<file path="src/rtl/regfile_wport_arbiter.sv">
// regfile_wport_arbiter
// Owns the register file's single write port. After reset it can zero-clear
// all 32 registers, one per cycle. In normal running it shares the port
// between core writeback and the external switch-input loader, which writes
// IO_REG. The write outputs are registered, so write latency is one cycle.
//
// Build option: define REGFILE_ARB_CLEAR_EN to enable the post-reset clear
// sequence. Without it, reset goes straight to RUN, busy_o is tied low, and
// the register array must reset itself.
module regfile_wport_arbiter #(
  parameter int DATA_W   = 32,
  parameter int IO_REG   = 25,
  parameter int MAX_WAIT = 4    // 1..15
) (
  input  logic              clock_i,
  input  logic              reset_i,
  input  logic              wb_valid_i,
  input  logic [4:0]        wb_addr_i,
  input  logic [DATA_W-1:0] wb_data_i,
  output logic              wb_stall_o,
  input  logic              io_req_i,
  input  logic [DATA_W-1:0] io_data_i,
  output logic              io_ack_o,
  output logic              rf_we_o,
  output logic [4:0]        rf_waddr_o,
  output logic [DATA_W-1:0] rf_wdata_o,
  output logic              busy_o,
  output logic [DATA_W-1:0] last_wdata_o
);

  typedef enum logic {
    CLEAR = 1'b0,
    RUN   = 1'b1
  } state_t;

`ifdef REGFILE_ARB_CLEAR_EN
  localparam state_t RST_STATE = CLEAR;
`else
  localparam state_t RST_STATE = RUN;
`endif

  localparam logic [4:0] IO_ADDR = 5'(IO_REG);
  localparam logic [3:0] WAIT_LIM = 4'(MAX_WAIT);

  // FSM and clear-sequence state
  state_t            state_q, state_d;
  logic [4:0]        cnt_q, cnt_d;

  // One-entry IO buffer plus its starvation tracking
  logic              pending_q, pending_d;
  logic [DATA_W-1:0] pbuf_q, pbuf_d;
  logic [3:0]        wait_q, wait_d;
  logic              force_q, force_d;

  // Registered write-port outputs
  logic              rf_we_q, rf_we_d;
  logic [4:0]        rf_waddr_q, rf_waddr_d;
  logic [DATA_W-1:0] rf_wdata_q, rf_wdata_d;
  logic              io_ack_q, io_ack_d;
  logic [DATA_W-1:0] last_q, last_d;

  // Per-cycle issue decision
  logic              issue_io;
  logic              issue_wb;

  // Next-state logic: clear sequencing, IO capture and write-port arbitration
  always_comb begin
    state_d    = state_q;
    cnt_d      = cnt_q;
    pending_d  = pending_q;
    pbuf_d     = pbuf_q;
    wait_d     = wait_q;
    force_d    = force_q;
    rf_we_d    = 1'b0;
    rf_waddr_d = '0;
    rf_wdata_d = '0;
    io_ack_d   = 1'b0;
    last_d     = last_q;
    issue_io   = 1'b0;
    issue_wb   = 1'b0;

    case (state_q)
      CLEAR: begin
        // One zero write per cycle. Requests are ignored, so nothing is
        // captured while the sequence runs.
        rf_we_d    = 1'b1;
        rf_waddr_d = cnt_q;
        rf_wdata_d = '0;
        cnt_d      = cnt_q + 5'd1;
        if (cnt_q == 5'd31) begin
          state_d = RUN;
        end
      end

      RUN: begin
        // io_ack_q blocks a re-capture of the request that was just
        // acknowledged, before the requester has had a chance to drop it.
        if (io_req_i && !pending_q && !io_ack_q) begin
          pending_d = 1'b1;
          pbuf_d    = io_data_i;
        end

        // A forced IO write beats the core. Otherwise the core wins, and a
        // buffered IO write fills any idle slot.
        if (force_q && pending_q) begin
          issue_io = 1'b1;
        end else if (wb_valid_i) begin
          issue_wb = 1'b1;
        end else if (pending_q) begin
          issue_io = 1'b1;
        end

        if (issue_wb) begin
          // Writes to r0 are consumed but never reach the array.
          rf_we_d    = (wb_addr_i != 5'd0);
          rf_waddr_d = wb_addr_i;
          rf_wdata_d = wb_data_i;
          if (pending_q && (wait_q != WAIT_LIM)) begin
            wait_d = wait_q + 4'd1;
            if ((wait_q + 4'd1) == WAIT_LIM) begin
              force_d = 1'b1;
            end
          end
        end

        if (issue_io) begin
          rf_we_d    = (IO_ADDR != 5'd0);
          rf_waddr_d = IO_ADDR;
          rf_wdata_d = pbuf_q;
          io_ack_d   = 1'b1;
          pending_d  = 1'b0;
          wait_d     = '0;
          force_d    = 1'b0;
        end

        // Clear writes do not update last_wdata; only real writes do.
        if (rf_we_d) begin
          last_d = rf_wdata_d;
        end
      end

      default: begin
        state_d = RST_STATE;
      end
    endcase
  end

  // State and output registers with synchronous active-high reset
  always_ff @(posedge clock_i) begin
    if (reset_i) begin
      state_q    <= RST_STATE;
      cnt_q      <= '0;
      pending_q  <= 1'b0;
      pbuf_q     <= '0;
      wait_q     <= '0;
      force_q    <= 1'b0;
      rf_we_q    <= 1'b0;
      rf_waddr_q <= '0;
      rf_wdata_q <= '0;
      io_ack_q   <= 1'b0;
      last_q     <= '0;
    end else begin
      state_q    <= state_d;
      cnt_q      <= cnt_d;
      pending_q  <= pending_d;
      pbuf_q     <= pbuf_d;
      wait_q     <= wait_d;
      force_q    <= force_d;
      rf_we_q    <= rf_we_d;
      rf_waddr_q <= rf_waddr_d;
      rf_wdata_q <= rf_wdata_d;
      io_ack_q   <= io_ack_d;
      last_q     <= last_d;
    end
  end

  // The stall depends only on registers, so the core sees it early in the cycle.
  assign wb_stall_o   = force_q & pending_q & (state_q == RUN);

`ifdef REGFILE_ARB_CLEAR_EN
  assign busy_o       = (state_q == CLEAR);
`else
  assign busy_o       = 1'b0;
`endif

  assign io_ack_o     = io_ack_q;
  assign rf_we_o      = rf_we_q;
  assign rf_waddr_o   = rf_waddr_q;
  assign rf_wdata_o   = rf_wdata_q;
  assign last_wdata_o = last_q;

endmodule
</file>
<file path="config.mk">
export PLATFORM = sky130hd
export DESIGN_NAME = regfile_wport_arbiter
export DESIGN_NICKNAME = d
export VERILOG_FILES = /design/src/rtl/regfile_wport_arbiter.sv
export SDC_FILE = /design/constraint.sdc
export NUM_CORES = 1
export LEC_CHECK = 0
export ABC_AREA = 1
export CORE_MARGIN = 2
export CORE_UTILIZATION = 40
export DETAILED_ROUTE_END_ITERATION = 8
export PLACE_DENSITY = 0.8
export SLEW_MARGIN = 20
export SYNTH_ARGS = -nofsm -noshare
export SYNTH_HDL_FRONTEND = slang
export SYNTH_SLANG_ARGS = --single-unit
</file>
<file path="constraint.sdc">
create_clock -name clock_i -period 2.2 [get_ports clock_i]
set_input_delay 0.33 -clock clock_i [delete_from_list [all_inputs] [get_ports clock_i]]
set_output_delay 0.33 -clock clock_i [all_outputs]
set_load 0.05 [all_outputs]
</file>
Word-level counts from Yosys, hierarchy flattened
Cells that the tools add are included. W data, S select, Z words.

Register bits: 115. Bits of input ports: 73.

$add $sub $neg: 2. Equal/unequal tests: 3. Muxes and demuxes: 28. Bitwise operators: 3. Reduce and logical (&&, ||, !) cells: 18.

Operators by type and width (count): $mux W32 (2); $pmux W32 S2 (1); $mux W1 (18); $mux W4 (3); $mux W5 (2); $pmux W5 S2 (1); $reduce_bool A2 Y1 (4); $reduce_and A2 Y1 (3); $add A5 B1 Y5 const B (1); $eq A5 B5 Y1 const B (1); $reduce_bool A5 Y1 (1); $add A4 B1 Y4 const B (1); $eq A4 B3 Y1 const B (1); $logic_and A1 B1 Y1 (4); $ne A4 B3 Y1 const B (1); $reduce_and A4 Y1 (1); $reduce_or A2 Y1 (2); $reduce_and A3 Y1 (1); $and A1 B1 Y1 (2); $logic_not A1 Y1 (2); $pmux W1 S2 (1); $not A1 Y1 (1).

Logic depth before layout (Yosys ltp)
Depth after elaboration: 7. Mapped depth: 9. Gate-level depth less buffers: 8.

Worst setup path before layout
OpenSTA, ideal clock, no wires.

Path kind: register to output. From: reg pending_q. To: out wb_stall_o. Data arrival time: 1.332 ns. Data required time: 1.870 ns. Setup slack: 0.538 ns. Stages on the path, launching flop included: 5. Buffers on the path: 2. Path through: dfxtp_1 > buf_6 > nand2_2 > buf_4 > nor2_1.

Longest elaborated chain between the ends: 2.

Ends and longest elaborated chain: start, declared (line 50) `logic pending_q, pending_d;`; start signal, assigned (line 165) `pending_q <= pending_d;`; $and A1 B1 Y1 (2 in series) (line 178) `assign wb_stall_o = force_q & pending_q & (state_q == RUN);`; end, declared (line 20) `output logic wb_stall_o,`.

Every way passes these cells.

Worst setup path after layout
Ends and elaborated chain as after synthesis.

==> flow_summary.ini <==
[layout]
fillerInstances = 1027
mostFrequentLayoutCells = clkdlybuf4s50_1, nor2_1, dfxtp_1
area_delta_synth_final_pct = 43.5
n_antenna_cell = 0
final_area_sq_mm = 0.00681
drive_gt1_share_pct = 8.28
final_common_cell = clkdlybuf4s50_1
postLayoutCoreUtil_pct = 59.1
finalNetCount = 851

[critical_path]
worst_ep_arrival_time_ns = 1.69
worstSetupStartpointType = flop
cp_max_fo = 13
worstSetupPathType = reg2out
cpPeakStageDelay_ns = 0.64
crit_chain = nand2_2 -> nor2_1 -> buf_12
required_ns = 1.87
slowest_stage = dfxtp_1
end_kind = primary output

[floorplan]
core_sq_mm = 0.0115
fp-row-count = 39
die_x_microns = 113
pin_count = 146
die_y_microns = 113
die_area_sq_mm = 0.0127
initial_core_util_pct = 41.2

[clocking]
cts_made_buffers = 17
cts_tree = done
clk_path_buf_depth = 2
cts-root-buf = clkbuf_16
hold_buffers = 0
h-tree-depth = 4
postCtsResizedCells = 0
cts.reportedPaths.clkPinSlew_ns = 0.05
cts_num_sinks = 115
post_cts_buffers = 0
clk_latency_ns = 0.40

[power_and_ir_drop]
powerDensity_mw_per_mm2 = 900
ir_drop_mv = 0.530
seqPwrFrac_pct = 37.8
switchingPower_uw = 1680
finalPower_uw = 6130
power_frac_comb_pct = 17.5
p_sw_share_pct = 27.4
pwr-share-clk_pct = 44.7
p_leak_uw = 0.00298
power.internal_uw = 4450

[worst_hold_path]
hp-class = reg2reg

[logic_synthesis]
syn_area_sq_mm = 0.00474
netlist_top_cells_area = dfxtp_1, nor2_1, nand3_1, nand2_1, a21oi_1
synth_top_area_cell = dfxtp_1
postSynthAreaPerCell_sq_um = 7.40
syn_nets = 719
syn_inst = 641
ys_types = 27
ys_ff_latch = 115
yosys_warnings = 0
synth_top_area_share_pct = 48.5
ys_seq_area_share_pct = 48.5

[placed_design]
post_dp_cell_area_sq_mm = 0.00621
hpwl_microns = 9650
io_buffers = 144
place_congestion = 0.859

[global_route]
grt_pass1_wl_microns = 21900
grt_use_total_pct = 21.5
antenna_found_initial = 0
grt-ovfl-total = 0
grt_pass1_vias = 4264
grt_max_degree = 60

[drt]
vias = 4641
final_antenna_net_count = 0
avgViaCountPerCell = 5.00
drt_wl_total_microns = 13700
drc = 10
dr.pass1.iters = 9
route.detailed.wl_per_inst_microns = 14.8
drt_iter0_markers = 659

[timing]
finalMaxSlewViolations = 0
slew_headroom_pct = 62.5
fmax_mhz = 494
whs_ns = 0.479
final.min_clock_period_ns = 2.02
tns_ns = 0
skew_ns = 0.0134
finalSetupViolations = 0
period_share_pct = 92.0
hold_viol_final = 0
rsz0062_at_grt = false
worst_pin_slew_ns = 0.560

[run]
cap_violations = 0

[run_status]
failed_checks = design-rule violations
status = finished, violations left
[per-stage QoR]
stage / instances / worst slack [ns]
2_1_floorplan: 641 / 0.538
3_3_place_gp: 897 / 0.335
3_5_place_dp: 897 / 0.300
4_1_cts: 928 / 0.196
5_1_grt: 928 / 0.118
6_report: 928 / 0.175
[layer usage]
| layer | GRT usage [%] | up-vias | part of all wire [%] | wire length [microns] |
|---|---|---|---|---|
| met4 | 6.83 | 0 | 2.0 | 271 |
| li1 | - | 2328 | - | - |
| met5 | 0 | - | 0 | 0 |
| met3 | 5.20 | 20 | 6.6 | 899 |
| met1 | 29.9 | 2094 | 45 | 6140 |
| met2 | 33.2 | 199 | 47 | 6410 |
[Yosys cell counts]
library cell	instances
xor2_1	1
dfxtp_1	115
or2_2	1
buf_1	7
nor2_2	1
nor3_1	4
nand2_2	2
o21ai_0	37
nor2_1	142
nand3_1	105
conb_1	1
buf_2	13
o221ai_1	1
nand4_1	2
nand3_2	1
a31oi_1	2
inv_1	39
nand2_1	80
buf_6	11
o22ai_1	3
xnor2_1	1
ha_1	5
buf_4	8
a21oi_1	39
clkbuf_1	7
nand2_4	2
inv_2	11
[power by group through the flow]
stage	logic, uW	clock network, uW	registers [uW]
after CTS	1070	2760	2320
after floorplan	408	0	2630
after detailed placement	1060	0	2360
final	1070	2740	2320
after global placement	1050	0	2350
after global routing	1160	2870	2330
[cell type report]
| cell class | count | area (sq um) | share of cell area [%] |
|---|---|---|---|
| tap | 143 | 179 | 2.63 |
| sequential | 115 | 2300 | 33.8 |
| multi-input combinational | 430 | 1950 | 28.7 |
| inverter | 50 | 188 | 2.76 |
| timing repair buffer | 159 | 1590 | 23.3 |
| clock buffer | 23 | 498 | 7.31 |
| clock inverter | 8 | 98.8 | 1.45 |
[cell families after synthesis]
| family | after synthesis | share of synthesized area [%] |
|---|---|---|
| AND/OR/NAND/NOR | 340 | 30.5 |
| AO/OA/AOI/OAI | 82 | 8.86 |
| adder cells (fa/ha/maj) | 5 | 1.32 |
| buffers and inverters | 96 | 10.3 |
| XOR/XNOR | 2 | 0.369 |
| flip-flops | 115 | 48.5 |
| other | 1 | 0.0790 |
[state kept, by name, summed over array words and instances, names as in the netlist, 4 cells and up]
register,cells
pbuf_q,32
last_wdata_o,32
wait_q,4
rf_wdata_o,32
cnt_q,5
rf_waddr_o,5
[worst max-delay path, delay by kind of cell (launching register included)]
| kind | cells | cell delay, ns |
|---|---|---|
| simple gates | 2 | 0.48 |
| buf+inv | 1 | 0.18 |
| flops | 1 | 0.64 |
[final timing paths]
path / start / end / slack (ns) / cells after the start
max: pending_q$_SDFFE_PP0P_ / wb_stall_o / 0.18 / 3
min: last_wdata_o[4]$_SDFFE_PP0P_ / last_wdata_o[4]$_SDFFE_PP0P_ / 0.48 / 2
min reg2reg: last_wdata_o[4]$_SDFFE_PP0P_ / last_wdata_o[4]$_SDFFE_PP0P_ / 0.48 / 2
max reg2reg: pending_q$_SDFFE_PP0P_ / last_wdata_o[15]$_SDFFE_PP0P_ / 0.44 / 8
Note: power is estimated with default switching activity, not from simulation.
